`config.mk`:
```
export PLATFORM = sky130hd
export DESIGN_NAME = pattern_gen_flat
export DESIGN_NICKNAME = d
export VERILOG_FILES = /design/src/rtl/pattern_gen_if.sv /design/src/rtl/pattern_gen.sv /design/src/flat_wrapper.sv
export SDC_FILE = /design/constraint.sdc
export NUM_CORES = 1
export LEC_CHECK = 0
export CAP_MARGIN = 0
export CORE_ASPECT_RATIO = 0.6
export CORE_MARGIN = 1
export CORE_UTILIZATION = 49
export CTS_CLUSTER_DIAMETER = 80
export DETAILED_ROUTE_END_ITERATION = 10
export PLACE_DENSITY = 0.83
export SYNTH_ARGS = -nofsm -noshare
export SYNTH_HDL_FRONTEND = slang
export SYNTH_SLANG_ARGS = --single-unit
```
`constraint.sdc`:
```
create_clock -name clk_50M -period 8.7 [get_ports clk_50M]
set_input_delay 0.87 -clock clk_50M [delete_from_list [all_inputs] [get_ports clk_50M]]
set_output_delay 0.87 -clock clk_50M [all_outputs]
set_load 0.02 [all_outputs]
```
`src/rtl/pattern_gen_if.sv`:
```
// Pixel-side bus of pattern_gen: raster coordinates and controls in, colour and status out.
interface pattern_gen_if #(
    parameter int COLOR_W = 4,
    parameter int COORD_W = 10
);
    logic               pix_ce;
    logic [COORD_W-1:0] row;
    logic [COORD_W-1:0] col;
    logic [1:0]         mode;
    logic               scroll_en;
    logic [COLOR_W-1:0] solid_r;
    logic [COLOR_W-1:0] solid_g;
    logic [COLOR_W-1:0] solid_b;
    logic [COLOR_W-1:0] red;
    logic [COLOR_W-1:0] green;
    logic [COLOR_W-1:0] blue;
    logic               in_bounds;
    logic [7:0]         frame_cnt;

    modport master (
        output pix_ce, row, col, mode, scroll_en, solid_r, solid_g, solid_b,
        input  red, green, blue, in_bounds, frame_cnt
    );

    modport slave (
        input  pix_ce, row, col, mode, scroll_en, solid_r, solid_g, solid_b,
        output red, green, blue, in_bounds, frame_cnt
    );
endinterface

```
`src/rtl/pattern_gen.sv`:
```
// VGA test-pattern generator: bars/gradient/checker/solid, frame-latched mode,
// per-frame bar scroll, two-stage pipeline advanced by pix_ce.
module pattern_gen #(
    parameter int COLOR_W     = 4,
    parameter int COORD_W     = 10,
    parameter int H_ACTIVE    = 640,
    parameter int V_ACTIVE    = 480,
    parameter int NUM_BARS    = 8,
    parameter int CHECK_LOG2  = 5,
    parameter int SCROLL_STEP = 4
) (
    input  logic          clk_50M,
    input  logic          reset,
    pattern_gen_if.slave  bus
);
    localparam int unsigned NB    = NUM_BARS;
    localparam int unsigned BAR_W = H_ACTIVE / NUM_BARS;
    localparam logic [COORD_W:0] H_ACT_X = (COORD_W+1)'(H_ACTIVE);
    localparam logic [COORD_W:0] V_ACT_X = (COORD_W+1)'(V_ACTIVE);

    typedef enum logic [1:0] {MODE_BARS, MODE_GRAD, MODE_CHECK, MODE_SOLID} mode_e;

    mode_e              mode_q, mode_d;
    logic [COLOR_W-1:0] sol_r_q, sol_g_q, sol_b_q, sol_r_d, sol_g_d, sol_b_d;
    logic [COORD_W-1:0] offset_q, offset_d;
    logic [7:0]         frame_cnt_q, frame_cnt_d;
    logic               zero_seen_q, zero_seen_d;

    logic               s1_vis_q, s1_vis_d;
    logic [2:0]         s1_bar_q, s1_bar_d;
    logic               s1_chk_q, s1_chk_d;
    logic [COLOR_W-1:0] s1_gr_q, s1_gg_q;
    mode_e              s1_mode_q;

    logic [COLOR_W-1:0] red_q, green_q, blue_q, red_d, green_d, blue_d;
    logic               inb_q;

    logic               at_origin, frame_start;
    logic [COORD_W:0]   off_sum, col_sum, scol;

    function automatic logic [11:0] palette(input logic [2:0] idx);
        case (idx)
            3'd0:    palette = 12'h444;
            3'd1:    palette = 12'hFF0;
            3'd2:    palette = 12'h0FF;
            3'd3:    palette = 12'h0F0;
            3'd4:    palette = 12'hF0F;
            3'd5:    palette = 12'hF00;
            3'd6:    palette = 12'h00F;
            default: palette = 12'h80F;
        endcase
    endfunction

    // Frame start updates take effect on the frame-start pixel itself, so stage 1 reads the _d values.
    always_comb begin
        at_origin   = (bus.row == '0) && (bus.col == '0);
        frame_start = bus.pix_ce && at_origin && !zero_seen_q;
        zero_seen_d = at_origin;
        off_sum     = {1'b0, offset_q} + (COORD_W+1)'(SCROLL_STEP);
        mode_d      = mode_q;
        sol_r_d     = sol_r_q;
        sol_g_d     = sol_g_q;
        sol_b_d     = sol_b_q;
        offset_d    = offset_q;
        frame_cnt_d = frame_cnt_q;
        if (frame_start) begin
            mode_d      = mode_e'(bus.mode);
            sol_r_d     = bus.solid_r;
            sol_g_d     = bus.solid_g;
            sol_b_d     = bus.solid_b;
            frame_cnt_d = frame_cnt_q + 8'd1;
            if (bus.scroll_en)
                offset_d = (off_sum >= H_ACT_X) ? COORD_W'(off_sum - H_ACT_X) : COORD_W'(off_sum);
        end
    end

    // Bar index kept mod 8 only: the 3-bit count wraps exactly as the palette index requires.
    always_comb begin
        col_sum  = {1'b0, bus.col} + {1'b0, offset_d};
        scol     = (col_sum >= H_ACT_X) ? (col_sum - H_ACT_X) : col_sum;
        s1_bar_d = '0;
        for (int unsigned k = 1; k < NB; k++)
            if (scol >= (COORD_W+1)'(k * BAR_W))
                s1_bar_d = s1_bar_d + 3'd1;
        s1_vis_d = ({1'b0, bus.col} < H_ACT_X) && ({1'b0, bus.row} < V_ACT_X);
        s1_chk_d = bus.row[CHECK_LOG2] ^ bus.col[CHECK_LOG2];
    end

    always_comb begin
        logic [11:0] pal;
        pal     = palette(s1_bar_q);
        red_d   = '0;
        green_d = '0;
        blue_d  = '0;
        case (s1_mode_q)
            MODE_BARS: begin
                red_d   = COLOR_W'(pal[11:8]) << (COLOR_W - 4);
                green_d = COLOR_W'(pal[7:4])  << (COLOR_W - 4);
                blue_d  = COLOR_W'(pal[3:0])  << (COLOR_W - 4);
            end
            MODE_GRAD: begin
                red_d   = s1_gr_q;
                green_d = s1_gg_q;
                blue_d  = COLOR_W'(frame_cnt_q);
            end
            MODE_CHECK: begin
                red_d   = {COLOR_W{s1_chk_q}};
                green_d = {COLOR_W{s1_chk_q}};
                blue_d  = {COLOR_W{s1_chk_q}};
            end
            default: begin
                red_d   = sol_r_q;
                green_d = sol_g_q;
                blue_d  = sol_b_q;
            end
        endcase
        if (!s1_vis_q) begin
            red_d   = '0;
            green_d = '0;
            blue_d  = '0;
        end
    end

    always_ff @(posedge clk_50M) begin
        if (!reset) begin
            mode_q      <= MODE_BARS;
            sol_r_q     <= '0;
            sol_g_q     <= '0;
            sol_b_q     <= '0;
            offset_q    <= '0;
            frame_cnt_q <= '0;
            zero_seen_q <= 1'b0;
            s1_vis_q    <= 1'b0;
            s1_bar_q    <= '0;
            s1_chk_q    <= 1'b0;
            s1_gr_q     <= '0;
            s1_gg_q     <= '0;
            s1_mode_q   <= MODE_BARS;
            red_q       <= '0;
            green_q     <= '0;
            blue_q      <= '0;
            inb_q       <= 1'b0;
        end else if (bus.pix_ce) begin
            mode_q      <= mode_d;
            sol_r_q     <= sol_r_d;
            sol_g_q     <= sol_g_d;
            sol_b_q     <= sol_b_d;
            offset_q    <= offset_d;
            frame_cnt_q <= frame_cnt_d;
            zero_seen_q <= zero_seen_d;
            s1_vis_q    <= s1_vis_d;
            s1_bar_q    <= s1_bar_d;
            s1_chk_q    <= s1_chk_d;
            s1_gr_q     <= bus.col[COORD_W-1 -: COLOR_W];
            s1_gg_q     <= bus.row[COORD_W-1 -: COLOR_W];
            s1_mode_q   <= mode_d;
            red_q       <= red_d;
            green_q     <= green_d;
            blue_q      <= blue_d;
            inb_q       <= s1_vis_q;
        end
    end

    assign bus.red       = red_q;
    assign bus.green     = green_q;
    assign bus.blue      = blue_q;
    assign bus.in_bounds = inb_q;
    assign bus.frame_cnt = frame_cnt_q;
endmodule
```
`src/flat_wrapper.sv`:
```
// flat-port wrapper written by rule: the top's interface ports become plain ports
module pattern_gen_flat 
#(
    parameter int COLOR_W     = 4,
    parameter int COORD_W     = 10,
    parameter int H_ACTIVE    = 640,
    parameter int V_ACTIVE    = 480,
    parameter int NUM_BARS    = 8,
    parameter int CHECK_LOG2  = 5,
    parameter int SCROLL_STEP = 4
)
  (clk_50M, reset, bus_pix_ce, bus_row, bus_col, bus_mode, bus_scroll_en, bus_solid_r, bus_solid_g, bus_solid_b, bus_red, bus_green, bus_blue, bus_in_bounds, bus_frame_cnt);
  pattern_gen_if #(.COLOR_W(COLOR_W), .COORD_W(COORD_W)) bus_i ();
  input  logic clk_50M;
  input  logic reset;
  input wire logic [$bits(bus_i.pix_ce)-1:0] bus_pix_ce;
  input wire logic [$bits(bus_i.row)-1:0] bus_row;
  input wire logic [$bits(bus_i.col)-1:0] bus_col;
  input wire logic [$bits(bus_i.mode)-1:0] bus_mode;
  input wire logic [$bits(bus_i.scroll_en)-1:0] bus_scroll_en;
  input wire logic [$bits(bus_i.solid_r)-1:0] bus_solid_r;
  input wire logic [$bits(bus_i.solid_g)-1:0] bus_solid_g;
  input wire logic [$bits(bus_i.solid_b)-1:0] bus_solid_b;
  output wire logic [$bits(bus_i.red)-1:0] bus_red;
  output wire logic [$bits(bus_i.green)-1:0] bus_green;
  output wire logic [$bits(bus_i.blue)-1:0] bus_blue;
  output wire logic [$bits(bus_i.in_bounds)-1:0] bus_in_bounds;
  output wire logic [$bits(bus_i.frame_cnt)-1:0] bus_frame_cnt;
  assign bus_i.pix_ce = bus_pix_ce;
  assign bus_i.row = bus_row;
  assign bus_i.col = bus_col;
  assign bus_i.mode = bus_mode;
  assign bus_i.scroll_en = bus_scroll_en;
  assign bus_i.solid_r = bus_solid_r;
  assign bus_i.solid_g = bus_solid_g;
  assign bus_i.solid_b = bus_solid_b;
  assign bus_red = bus_i.red;
  assign bus_green = bus_i.green;
  assign bus_blue = bus_i.blue;
  assign bus_in_bounds = bus_i.in_bounds;
  assign bus_frame_cnt = bus_i.frame_cnt;
  pattern_gen #(.COLOR_W(COLOR_W), .COORD_W(COORD_W), .H_ACTIVE(H_ACTIVE), .V_ACTIVE(V_ACTIVE), .NUM_BARS(NUM_BARS), .CHECK_LOG2(CHECK_LOG2), .SCROLL_STEP(SCROLL_STEP)) u_core (.clk_50M(clk_50M), .reset(reset), .bus(bus_i));
endmodule
```
==> flow_summary.json <==
{
  "clkTransAtPathRegs_ns": 0.05,
  "core_area_um2": 7357,
  "clk_latency_ns": 0.33,
  "syn_nets": 512,
  "ys_seq_area_share_pct": 30.30,
  "fin_nets": 583,
  "ant_nets": 0,
  "grt_pass1_wl_mm": 17.19,
  "slew_headroom_pct": 18.95,
  "synth_top_family_by_area": "compound AO/OA/AOI/OAI gates",
  "p_leak_uw": 0.001924,
  "cts_root_buf": "clkbuf_16",
  "finalCritPeriodShare_pct": 97.29,
  "crit_type": "in2reg",
  "pwr-share-clk_pct": 36.1,
  "antenna_cells": 0,
  "clock.fmax_mhz": 118.1,
  "fin_skew_ns": 0.006586,
  "num_vias": 3726,
  "gp_congestion": 0.9783,
  "seqCellArea_um2": 1141,
  "critPathSlowestCell": "or4_1",
  "area_delta_synth_final_pct": 31.76,
  "power_density_nw_per_um2": 226.9,
  "viasPerCell": 5.877,
  "crit_arrival_ns": 8.64,
  "synth_cell_type_count": 73,
  "synth_edf_count": 0,
  "dieArea_um2": 8052,
  "fin_cells": 634,
  "yosysTopAreaCell": "dfxtp_1",
  "min_path_type": "reg2reg",
  "overflow": 0,
  "initial_core_util_pct": 51.19,
  "grt_max_degree": 51,
  "layout_common_cells": "clkdlybuf4s50_1 (58), nor2_1 (57), dfxtp_1 (57)",
  "switching_share_pct": 31.93,
  "portBuffers": 58,
  "switching_power_uw": 359.4,
  "pwr-share-seq_pct": 25.6,
  "first_pass_iters": 5,
  "dp_hpwl_mm": 7.466,
  "synth_compound_area_share_pct": 21.53,
  "r2r_slack_ns": 1.64,
  "yosys_warnings": 0,
  "ys.flop_type": "dfxtp_1",
  "status": "finished, final reports clean",
  "n_fill_cell": 563,
  "grt_pass1_vias": 3454,
  "track_usage_pct": 27.35,
  "netlist_area_um2": 3766,
  "yosys.area_share.simple_pct": 20.07,
  "finalCriticalPeriod_ns": 8.464,
  "setup_viol": 0,
  "synthTopCellsByArea": "dfxtp_1 (30%), mux2i_1 (9.0%), ha_1 (6.3%)",
  "cp_num_buf_inv": 3,
  "drive_gt1_share_pct": 13.96,
  "antenna_found_initial": 0,
  "synth_seq_cells": 57,
  "io_pins": 59,
  "max_cap_violations": 0,
  "tns_ns": 0,
  "synth_area_per_cell_um2": 8.295,
  "wl_mm": 10.94,
  "dr.first_iter.drc_count": 396,
  "crit_path_frequent_cell": "ha_1",
  "slowest_delay_ns": 0.58,
  "synth.area.mux_share_pct": 10.73,
  "cts_tree": "done",
  "crit_family": "simple AND/OR/NAND/NOR gates",
  "drc_errors": 0,
  "crit_path_max_fanout": 6,
  "final_common_cell": "clkdlybuf4s50_1",
  "synth_xor_area_share_pct": 6.146,
  "clk_path_buf_depth": 2,
  "worst_slew_pin_slew_ns": 1.200,
  "die_x_um": 115.2,
  "wl_per_cell_um": 17.26,
  "hold_violations": 0,
  "syn_inst": 454,
  "multi_input_area_um2": 2524,
  "combPwrFrac_pct": 38.3,
  "critPathLaunchType": "input port",
  "clock_sinks": 57,
  "intPower_uw": 766.3,
  "slew_viol_final": 0,
  "die_h_um": 69.91,
  "h-tree-depth": 3,
  "num_rows": 24,
  "synth_fa_ha_area_share_pct": 6.844,
  "dp_cells": 615,
  "async_flop_share_pct": 0,
  "synth_top_area_share_pct": 30.30,
  "crit_required_ns": 8.88,
  "numCtsBuffers": 9,
  "worstSetupEndpointType": "flip-flop",
  "vdd_drop_max_mv": 0.1376
}
## tightest hold or removal path, cell delays in order, from the launching register on
cell	delay (ns)
dfxtp_1	0.31
nand2_1	0.06
a21oi_1	0.05
## synthesized netlist by cell type, types with 2 or more instances
library cell  instances
dfxtp_1              57
nor2_1               57
nand2_1              37
a21oi_1              34
mux2i_1              34
o21ai_0              34
ha_1                 19
inv_1                15
xnor2_1              14
clkbuf_1             13
nand3_1              12
and2_1                9
xor2_1                8
nand4_1               7
buf_1                 6
a211oi_1              5
and3_1                5
nor4_1                5
a31oi_1               4
nand2b_1              4
nor3_1                4
o31ai_1               4
a211oi_2              3
a21o_1                3
a41oi_1               3
nor2b_1               3
o21a_1                3
o41ai_1               3
a22o_1                2
mux2_4                2
or3_1                 2
or4_1                 2
## area by class of cell
cell class                      count  area share (%)
Clock buffer                       11           4.892
Multi-Input combinational cell    358           50.86
Sequential cell                    57           23.00
Timing Repair Buffer               81           15.18
Tap cell                          104           2.622
Inverter                           18           1.387
Clock inverter                      5           2.068
## per-stage QoR
step	utilization, %	cell area, um^2	power (uW)	hold WS [ns]	setup WS, ns
4_1_cts	66.31	4878	1110	0.4677	0.08259
3_5_place_dp	61.62	4533	701.4	0.4588	-0.2164
5_1_grt	67.45	4962	1180	0.4842	-0.01509
6_report	67.45	4962	1126	0.4651	0.2358
2_1_floorplan	-	3766	594.3	0.4546	0.2166
3_3_place_gp	61.62	4533	681.8	0.4559	0.1070
## cell families (layout without fill, tap and decap cells)
family                     count (synthesis)  after routing
xor gates and xnor gates                  24             24
muxes                                     38             38
AOI/OAI and AO/OA                        119            119
buffers and inverters                     39            115
and+or+nand+nor                          157            157
DFF                                       57             57
adders and majority gates                 20             20
## layer usage
layer | wire (um) | track usage [%]
met4 | 245 | 7.071
met3 | 703 | 6.771
met1 | 5173 | 38.02
met2 | 4820 | 42.24
met5 | 0 | 0
## power by group through the flow
stage / combinational, uW / sequential, uW / clock (uW)
after CTS: 416 / 287 / 407
after global routing: 467 / 289 / 424
after floorplan: 305 / 290 / 0
after detailed placement: 409 / 292 / 0
final: 431 / 288 / 406
after global placement: 391 / 291 / 0
## timing repair
| action | in CTS | in global routing |
|---|---|---|
| hold buffers | 0 | 0 |
| setup endpoints to repair | 0 | 2 |
| buffers inserted | 0 | 3 |
| resized for setup | 0 | 17 |
## worst paths after layout
kind                                         from                         endpoint  depth (start not counted)
setup / recovery                       bus_col[7]  u_core.s1_bar_q[2]$_SDFFE_PN0P_                         36
hold reg to reg   u_core.bus.blue[0]$_SDFFE_PN0P_  u_core.bus.blue[0]$_SDFFE_PN0P_                          2
hold / removal    u_core.bus.blue[0]$_SDFFE_PN0P_  u_core.bus.blue[0]$_SDFFE_PN0P_                          2
setup reg to reg  u_core.offset_q[4]$_SDFFE_PN0P_  u_core.s1_bar_q[2]$_SDFFE_PN0P_                         35
No activity file was read; power rests on OpenSTA's default activity.
